$ cat config.mk
export PLATFORM = sky130hd
export DESIGN_NAME = fetch_unit
export DESIGN_NICKNAME = d
export VERILOG_FILES = /design/src/rtl/fetch_pkg.sv /design/src/rtl/fetch_fifo.sv /design/src/rtl/fetch_unit.sv
export SDC_FILE = /design/constraint.sdc
export NUM_CORES = 1
export LEC_CHECK = 0
export CORE_ASPECT_RATIO = 1.5
export CORE_MARGIN = 3
export CORE_UTILIZATION = 56
export DETAILED_ROUTE_END_ITERATION = 8
export PLACE_DENSITY_LB_ADDON = 0.3
export SLEW_MARGIN = 20
export SYNTH_ARGS = -nofsm -noshare
export SYNTH_HDL_FRONTEND = slang
export SYNTH_SLANG_ARGS = --single-unit
export TNS_END_PERCENT = 20
$ cat constraint.sdc
create_clock -name clk_i -period 8.9 [get_ports clk_i]
set_input_delay 0.89 -clock clk_i [delete_from_list [all_inputs] [get_ports clk_i]]
set_output_delay 0.89 -clock clk_i [all_outputs]
set_load 0.03 [all_outputs]
$ cat src/rtl/fetch_pkg.sv
// fetch_pkg: shared constants and types for the prefetching fetch unit
package fetch_pkg;
    localparam int XLEN_DEF = 32;
    localparam logic [31:0] RESET_PC_DEF = 32'h8000_0000;
    localparam int PC_STEP = 4;
    typedef enum logic {RUN, FLUSH} fetch_state_t;
    typedef struct packed {
        logic [XLEN_DEF-1:0] pc;
        logic [XLEN_DEF-1:0] instr;
    } fetch_entry_t;
endpackage

$ cat src/rtl/fetch_fifo.sv
// fetch_fifo: synchronous FIFO with flush; head reads old data on simultaneous push/pop
module fetch_fifo #(
    parameter int WIDTH = 64,
    parameter int DEPTH = 4,
    localparam int CW = $clog2(DEPTH + 1),
    localparam int AW = $clog2(DEPTH)
) (
    input  logic             clk,
    input  logic             rst_n,
    input  logic             push,
    input  logic             pop,
    input  logic             flush,
    input  logic [WIDTH-1:0] data,
    output logic [WIDTH-1:0] head,
    output logic [CW-1:0]    count
);
    logic [WIDTH-1:0] mem [DEPTH];
    logic [AW-1:0] rd_ptr, wr_ptr;
    logic do_push, do_pop;
    assign do_pop = pop & (count != '0) & ~flush;
    assign do_push = push & ~flush;
    assign head = (count != '0) ? mem[rd_ptr] : '0;
    always_ff @(posedge clk or negedge rst_n) begin
        if (!rst_n) begin
            rd_ptr <= '0;
            wr_ptr <= '0;
            count <= '0;
        end else if (flush) begin
            rd_ptr <= '0;
            wr_ptr <= '0;
            count <= '0;
        end else begin
            rd_ptr <= rd_ptr + AW'(do_pop);
            wr_ptr <= wr_ptr + AW'(do_push);
            count <= count + CW'(do_push) - CW'(do_pop);
        end
    end
    always_ff @(posedge clk) begin
        if (do_push) mem[wr_ptr] <= data;
    end
endmodule

$ cat src/rtl/fetch_unit.sv
// fetch_unit: credit-limited sequential prefetcher with redirect flush feeding a decode FIFO
module fetch_unit
    import fetch_pkg::*;
#(
    parameter int XLEN = XLEN_DEF,
    parameter logic [XLEN-1:0] RESET_PC = XLEN'(RESET_PC_DEF),
    parameter int FIFO_DEPTH = 4
) (
    input  logic            clk_i,
    input  logic            rst_ni,
    input  logic            enable_i,
    input  logic            redirect_i,
    input  logic [XLEN-1:0] redirect_pc_i,
    output logic            mem_req_valid_o,
    input  logic            mem_req_ready_i,
    output logic [XLEN-1:0] mem_addr_o,
    input  logic            mem_resp_valid_i,
    input  logic [XLEN-1:0] mem_resp_data_i,
    output logic            instr_valid_o,
    input  logic            instr_ready_i,
    output logic [XLEN-1:0] instr_o,
    output logic [XLEN-1:0] instr_pc_o,
    output logic            busy_o,
    output logic            err_o
);
    localparam int CW = $clog2(FIFO_DEPTH + 1);
    logic [XLEN-1:0] fetch_pc, resp_pc, target;
    logic [CW-1:0] outstanding, drop_cnt, count, drop_next, out_next;
    logic [CW+1:0] used;
    logic [2*XLEN-1:0] head;
    logic err, req_fire, resp_taken, resp_push, pop;
    fetch_state_t state, state_next;
    // every issued or dropped request reserves a FIFO slot, so pushes never overflow
    assign used = (CW+2)'(count) + (CW+2)'(outstanding) + (CW+2)'(drop_cnt);
    assign mem_req_valid_o = rst_ni & enable_i & ~redirect_i & (used < (CW+2)'(FIFO_DEPTH));
    assign mem_addr_o = fetch_pc;
    assign req_fire = mem_req_valid_o & mem_req_ready_i;
    assign resp_taken = mem_resp_valid_i & ((drop_cnt != '0) | (outstanding != '0));
    assign resp_push = mem_resp_valid_i & (drop_cnt == '0) & (outstanding != '0) & ~redirect_i;
    assign pop = instr_valid_o & instr_ready_i & ~redirect_i;
    assign target = redirect_pc_i & ~XLEN'(3);
    assign instr_valid_o = count != '0;
    assign {instr_pc_o, instr_o} = head;
    assign busy_o = (outstanding | drop_cnt) != '0;
    assign err_o = err;
    assign drop_next = redirect_i ? drop_cnt + outstanding - CW'(resp_taken)
                                  : drop_cnt - CW'(mem_resp_valid_i & (drop_cnt != '0));
    assign out_next = redirect_i ? '0 : outstanding + CW'(req_fire) - CW'(resp_push);
    always_comb begin
        state_next = redirect_i ? ((drop_next != '0) ? FLUSH : RUN)
                                : ((drop_next == '0) ? RUN : state);
    end
    always_ff @(posedge clk_i or negedge rst_ni) begin
        if (!rst_ni) begin
            fetch_pc <= RESET_PC;
            resp_pc <= RESET_PC;
            outstanding <= '0;
            drop_cnt <= '0;
            err <= 1'b0;
            state <= RUN;
        end else begin
            fetch_pc <= redirect_i ? target : req_fire ? fetch_pc + XLEN'(PC_STEP) : fetch_pc;
            resp_pc <= redirect_i ? target : resp_push ? resp_pc + XLEN'(PC_STEP) : resp_pc;
            outstanding <= out_next;
            drop_cnt <= drop_next;
            err <= err | (mem_resp_valid_i & ~resp_taken);
            state <= state_next;
        end
    end
    fetch_fifo #(.WIDTH(2*XLEN), .DEPTH(FIFO_DEPTH)) u_fifo (
        .clk(clk_i),
        .rst_n(rst_ni),
        .push(resp_push),
        .pop(pop),
        .flush(redirect_i),
        .data({resp_pc, mem_resp_data_i}),
        .head(head),
        .count(count)
    );
    assert property (@(posedge clk_i) disable iff (!rst_ni) (state == RUN) |-> (drop_cnt == '0));
endmodule
# Word-level counts from Yosys, hierarchy flattened

Memories as Yosys holds them, arrays and structs flattened.
Index checks and enable logic that the tools add are counted.

Bits in registers: 78
RAM bits: 256
Input port bits: 71
Output and inout port bits: 100
Word-level logic and storage cells: 62
Memories: 1

Memories:

| memory     | depth | bits a word | rd ports | clocked after Yosys merged registers in | write ports | line             | source |
|---|---|---|---|---|---|---|---|
| u_fifo.mem | 4     | 64          | 1        | 0                                       | 1           | fetch_fifo.sv:17 | `logic [WIDTH-1:0] mem [DEPTH];` |

Order comparisons: 1
Bitwise operators: 20
Reduce and logical (&&, ||, !) cells: 7
Muxes and demuxes: 12
Add/subtract/negate cells: 13

Operators by type and width:

| operator              | count |
|---|---|
| $mux 32               | 4 |
| $add 32x3->32 const B | 2 |
| $mux 64               | 1 |
| $and 1x1->1           | 15 |
| $reduce_bool 3->1     | 4 |
| $sub 3x1->3           | 4 |
| $mux 3                | 3 |
| $add 3x1->3           | 2 |
| $add 4x3->5           | 1 |
| $lt 5x3->1 const B    | 1 |
| $add 2x1->2           | 2 |
| $add 3x3->4           | 1 |
| $mux 2                | 2 |
| $reduce_bool 2->1     | 2 |
| $add 3x3->3           | 1 |
| $logic_not 3->1       | 1 |
| $or 3x3->3            | 1 |
| $mux 1                | 2 |
| $not 1->1             | 2 |
| $or 1x1->1            | 2 |

# Longest topological paths before layout

Depth in word-level cells: 8
Depth in mapped cells: 17
Depth with buffers taken out: 16

# Modules after synthesis

Synthesis repeated with hierarchy kept, for this count alone.

Cell total of the unflattened synthesis: 903
Area, all modules: 14,306.2 um^2

Modules (own cells, without submodules):

| module     | sequential area each (um^2) | cells an instance | area each (um^2) | times used |
|---|---|---|---|---|
| fetch_fifo | 7,862.5                     | 437               | 10,114.7         | 1 |
| fetch_unit | 1,679.1                     | 466               | 4,191.5          | 1 |

# Least setup slack after synthesis

Ideal clock, no wire load.

Path type: input-to-reg
From: input port mem_resp_valid_i
To: memory u_fifo.mem[0][0] (enable)
Buffers on the path: 0
Setup slack: 1.913 ns
Data arrival time: 6.415 ns
Setup time: 0.572 ns
Stages: 3
Data required time: 8.328 ns
Cells stage by stage: or4b_4 > nor3_1 > nor3b_1

Cells in the longest elaborated chain, start to end: 6

RTL lines:

| element                      | line             | source |
|---|---|---|
| from (decl)                  | fetch_unit.sv:17 | `input logic mem_resp_valid_i,` |
| $and 1x1->1 (3 in series)    | fetch_unit.sv:39 | `assign resp_push = mem_resp_valid_i & (drop_cnt == '0) & (outstanding != '0) & ~redirect_i;` |
| $and 1x1->1                  | fetch_fifo.sv:21 | `assign do_push = push & ~flush;` |
| $mux 1                       | fetch_fifo.sv:39 | `if (do_push) mem[wr_ptr] <= data;` |
| $mux 1 (implied by the code) | fetch_fifo.sv:39 |  |
| to (decl)                    | fetch_fifo.sv:17 |  |

No other way between the ends.

# Final worst setup path

From: register drop_cnt[2]
To: output port mem_req_valid_o

Cells in the longest elaborated chain, start to end: 3

RTL lines:

| element                | line             | source |
|---|---|---|
| from (decl)            | fetch_unit.sv:28 | `logic [CW-1:0] outstanding, drop_cnt, count, drop_next, out_next;` |
| from (signal assigned) | fetch_unit.sv:65 | `drop_cnt <= drop_next;` |
| $add 4x3->5            | fetch_unit.sv:34 | `assign used = (CW+2)'(count) + (CW+2)'(outstanding) + (CW+2)'(drop_cnt);` |
| $lt 5x3->1             | fetch_unit.sv:35 | `assign mem_req_valid_o = rst_ni & enable_i & ~redirect_i & (used < (CW+2)'(FIFO_DEPTH));` |
| $and 1x1->1            | fetch_unit.sv:35 |  |
| to (decl)              | fetch_unit.sv:14 | `output logic mem_req_valid_o,` |

No other way between the ends.

==> impl_metrics.env <==
export IMPL_die_w_um=135
export IMPL_pre_cts_ws_ps=4910
export IMPL_synthXorXnorAreaFrac_pct=2.33
export IMPL_cp_slowest_cell="clkdlybuf4s50_1"
export IMPL_yosys_top_cells_area="edfxtp_1 54%, dfrtp_1 13%, mux4_2 10%, nor2b_1 3.1%, xnor2_1 2.0%"
export IMPL_p_leak_nw=5.66
export IMPL_layout_nets=1153
export IMPL_finalHoldViolCount=0
export IMPL_whs_ps=179
export IMPL_synth_area_um2=13900
export IMPL_syn_area_per_cell_um2=15.6
export IMPL_slew_violations=0
export IMPL_grt_use_total_pct=21.7
export IMPL_ant_nets=0
export IMPL_synth_cells=893
export IMPL_avgViaCountPerCell=5.80
export IMPL_synth_warnings=0
export IMPL_rsz0062_at_grt="no"
export IMPL_synth_compound_area_share_pct=4.47
export IMPL_required_ps=8010
export IMPL_drt_pass1_iter_count=5
export IMPL_drv_cap=0
export IMPL_crit_type="reg2out"
export IMPL_grt_antenna_before_repair=0
export IMPL_portBuffers=164
export IMPL_yosys_area_top_type="edfxtp_1"
export IMPL_initial_utilization_pct=57.0
export IMPL_design_die_area_um2=26800
export IMPL_ys_ff_latch=322
export IMPL_peakVddDrop_mv=0.175
export IMPL_yosysSeqAreaShare_pct=66.8
export IMPL_std_cell_rows=70
export IMPL_num_antenna_cells=0
export IMPL_clk_path_buf_depth=3
export IMPL_cp_buffers_inverters=4
export IMPL_tns_ps=0
export IMPL_dr_total_vias=8138
export IMPL_grt_pass1_vias=8530
export IMPL_setup_violations=0
export IMPL_layout_cells_non_filler=1404
export IMPL_htreeDepth=1
export IMPL_overflow=0
export IMPL_path_depth=9
export IMPL_endpoint_kind="output pin"
export IMPL_synthSimpleGateAreaFrac_pct=10.4
export IMPL_power_density_nw_per_um2=245
export IMPL_synth_edf_count=248
export IMPL_fp_coreArea_um2=24400
export IMPL_async_flop_share_pct=23.0
export IMPL_skew_ps=17.1
export IMPL_crit_top_cell="inv_1"
export IMPL_area_growth_pct=20.9
export IMPL_clkTransAtPathRegs_ps=70
export IMPL_worst_slew_pin_slew_ps=992
export IMPL_min_path_type="in2async"
export IMPL_fillCellCount=1669
export IMPL_fin_crit_sh_pct=48.8
export IMPL_clock_fmax_mhz=230
export IMPL_dr_first_iter_drc_count=445
export IMPL_root_buffer="clkbuf_16"
export IMPL_ctsResizeCount=0
export IMPL_path_cells="inv_1 -> fa_1 -> inv_1 -> ha_1 -> or3b_2 -> o22ai_1 -> buf_4 -> nor2b_1 -> clkdlybuf4s50_1"
export IMPL_cpPeakStageDelay_ps=590
export IMPL_avgRoutedWirePerCell_um=20.4
export IMPL_pin_count=171
export IMPL_place_congestion=0.866
export IMPL_die_y_um=199
export IMPL_synth_top_area_share_pct=53.5
export IMPL_start_kind="flop"
export IMPL_grt_max_degree=77
export IMPL_cts_sinks=322
export IMPL_synth_cell_type_count=58
export IMPL_synthAdderAreaFrac_pct=2.48
export IMPL_dpl_hpwl_um=17800
export IMPL_cp_top_family="buffers and inverters"
export IMPL_grt_pass1_wl_um=45900
export IMPL_layout_min_cycle_time_ps=4350
export IMPL_hold_buffers=0
export IMPL_place_inst=1351
export IMPL_drc=0
export IMPL_post_cts_buffers=0
export IMPL_fin_ws_ps=4550
export IMPL_critPathMaxFanout=14
export IMPL_drive_gt1_share_pct=13.7
export IMPL_cts_inserted_buffers=29
export IMPL_synth_main_ff_cell="edfxtp_1"
export IMPL_cts_tree="yes"
export IMPL_worstPathArrival_ps=3460
export IMPL_muxShareOfSynthArea_pct=10.9
export IMPL_insertion_delay_ps=530
export IMPL_r2r_cells=15
export IMPL_outcome="complete, no violations"
export IMPL_max_slew_margin_pct=32.9
export IMPL_wl_um=28700
export IMPL_synth_top_family_by_area="multiplexers"
[synthesized netlist by cell type (7+ instances only)]
library cell  number
a21o_1             9
and3_1            12
buf_2              9
clkbuf_1          28
dfrtp_1           72
edfxtp_1         248
ha_1              18
inv_1             33
mux4_2            62
nand2_1           59
nand3_1           18
nand4_1           11
nor2_1            26
nor2b_1           70
nor3_1            24
o211ai_1           7
o21ai_0           36
o311ai_0           8
xnor2_1           31
[where the power goes]
group          total [mW]  internal [mW]  switching (mW)
Combinational        1.12          0.465           0.658
Clock                1.24          0.718           0.524
Sequential           1.75           1.67          0.0771
Total                4.12           2.86            1.26
[stage by stage]
step	utilization, %	power, mW	area [µm²]
after detailed placement	65.0	2.92	15900
final	68.9	4.12	16800
after CTS	68.9	4.16	16800
after global placement	65.0	2.91	15900
after global routing	68.9	4.29	16800
after floorplan	-	2.45	13900
[metal layers]
layer | up-vias | track usage [%] | part of all wire, %
li1 | 3723 | - | -
met1 | 4137 | 28.1 | 40
met2 | 241 | 39.1 | 53
met3 | 37 | 3.17 | 4.8
met4 | 0 | 5.21 | 1.9
met5 | - | 0 | 0
[cell type report]
cell class,count,area (µm²),area share [%]
flip-flops and latches,322,9310,55.3
multi-input cells,493,4310,25.6
repair buffers,178,1740,10.3
clock buffers,37,756,4.49
well taps,324,405,2.41
clock inverters,16,189,1.12
inverters,34,128,0.758
[placed cells by master, fill, tap and decap left out, drive strengths merged, types with 3 or more instances in the layout]
master         count
nand2             59
fa                 6
clkinv             9
clkbuf            37
nand3             19
and3              12
a21o               9
nor3              27
nor2b             70
nor2              26
bufinv             4
or3                5
a221o              4
conb               4
o311ai             8
mux4              62
xnor2             31
or4                3
edfxtp           248
and4               3
o21ai             41
a211oi             4
nand4             11
clkinvlp           3
o31a               4
a21oi              6
ha                18
buf               16
o31ai              3
inv               34
o211ai             7
xor2               6
mux2               6
nor4              11
nor3b              4
dfrtp             72
mux2i              6
clkdlybuf4s50    162
a21boi             4
[cells by family (layout without fill, tap and decap cells)]
| group | count (synthesis) | count (layout) |
|---|---|---|
| flip-flops | 322 | 322 |
| AND/OR/NAND/NOR | 259 | 259 |
| AO/OA/AOI/OAI | 95 | 95 |
| buffers and inverters | 81 | 265 |
| multiplexers | 74 | 74 |
| XOR/XNOR | 37 | 37 |
| adder cells (fa/ha/maj) | 24 | 24 |
| other | 1 | 4 |
[flip-flops by register name, summed over array words and instances (netlist names)]
name,flops
drop_cnt,3
u_fifo.count,3
outstanding,3
resp_pc,30
u_fifo.rd_ptr,2
err_o,1
u_fifo.wr_ptr,2
mem_addr_o,30
u_fifo.mem,248
[path summary, 6_finish.rpt]
check	from	to	slack (ps)
setup / recovery	drop_cnt[2]	mem_req_valid_o	4550
hold / removal	rst_ni	drop_cnt[2]	180
setup reg to reg	outstanding[1]	outstanding[2]	4930
hold reg to reg	err_o	err_o	470
max in group asynchronous	rst_ni	u_fifo.rd_ptr[0]	7470
min in group clk_i	err_o	err_o	470
Power figures use the tool's default switching activity.
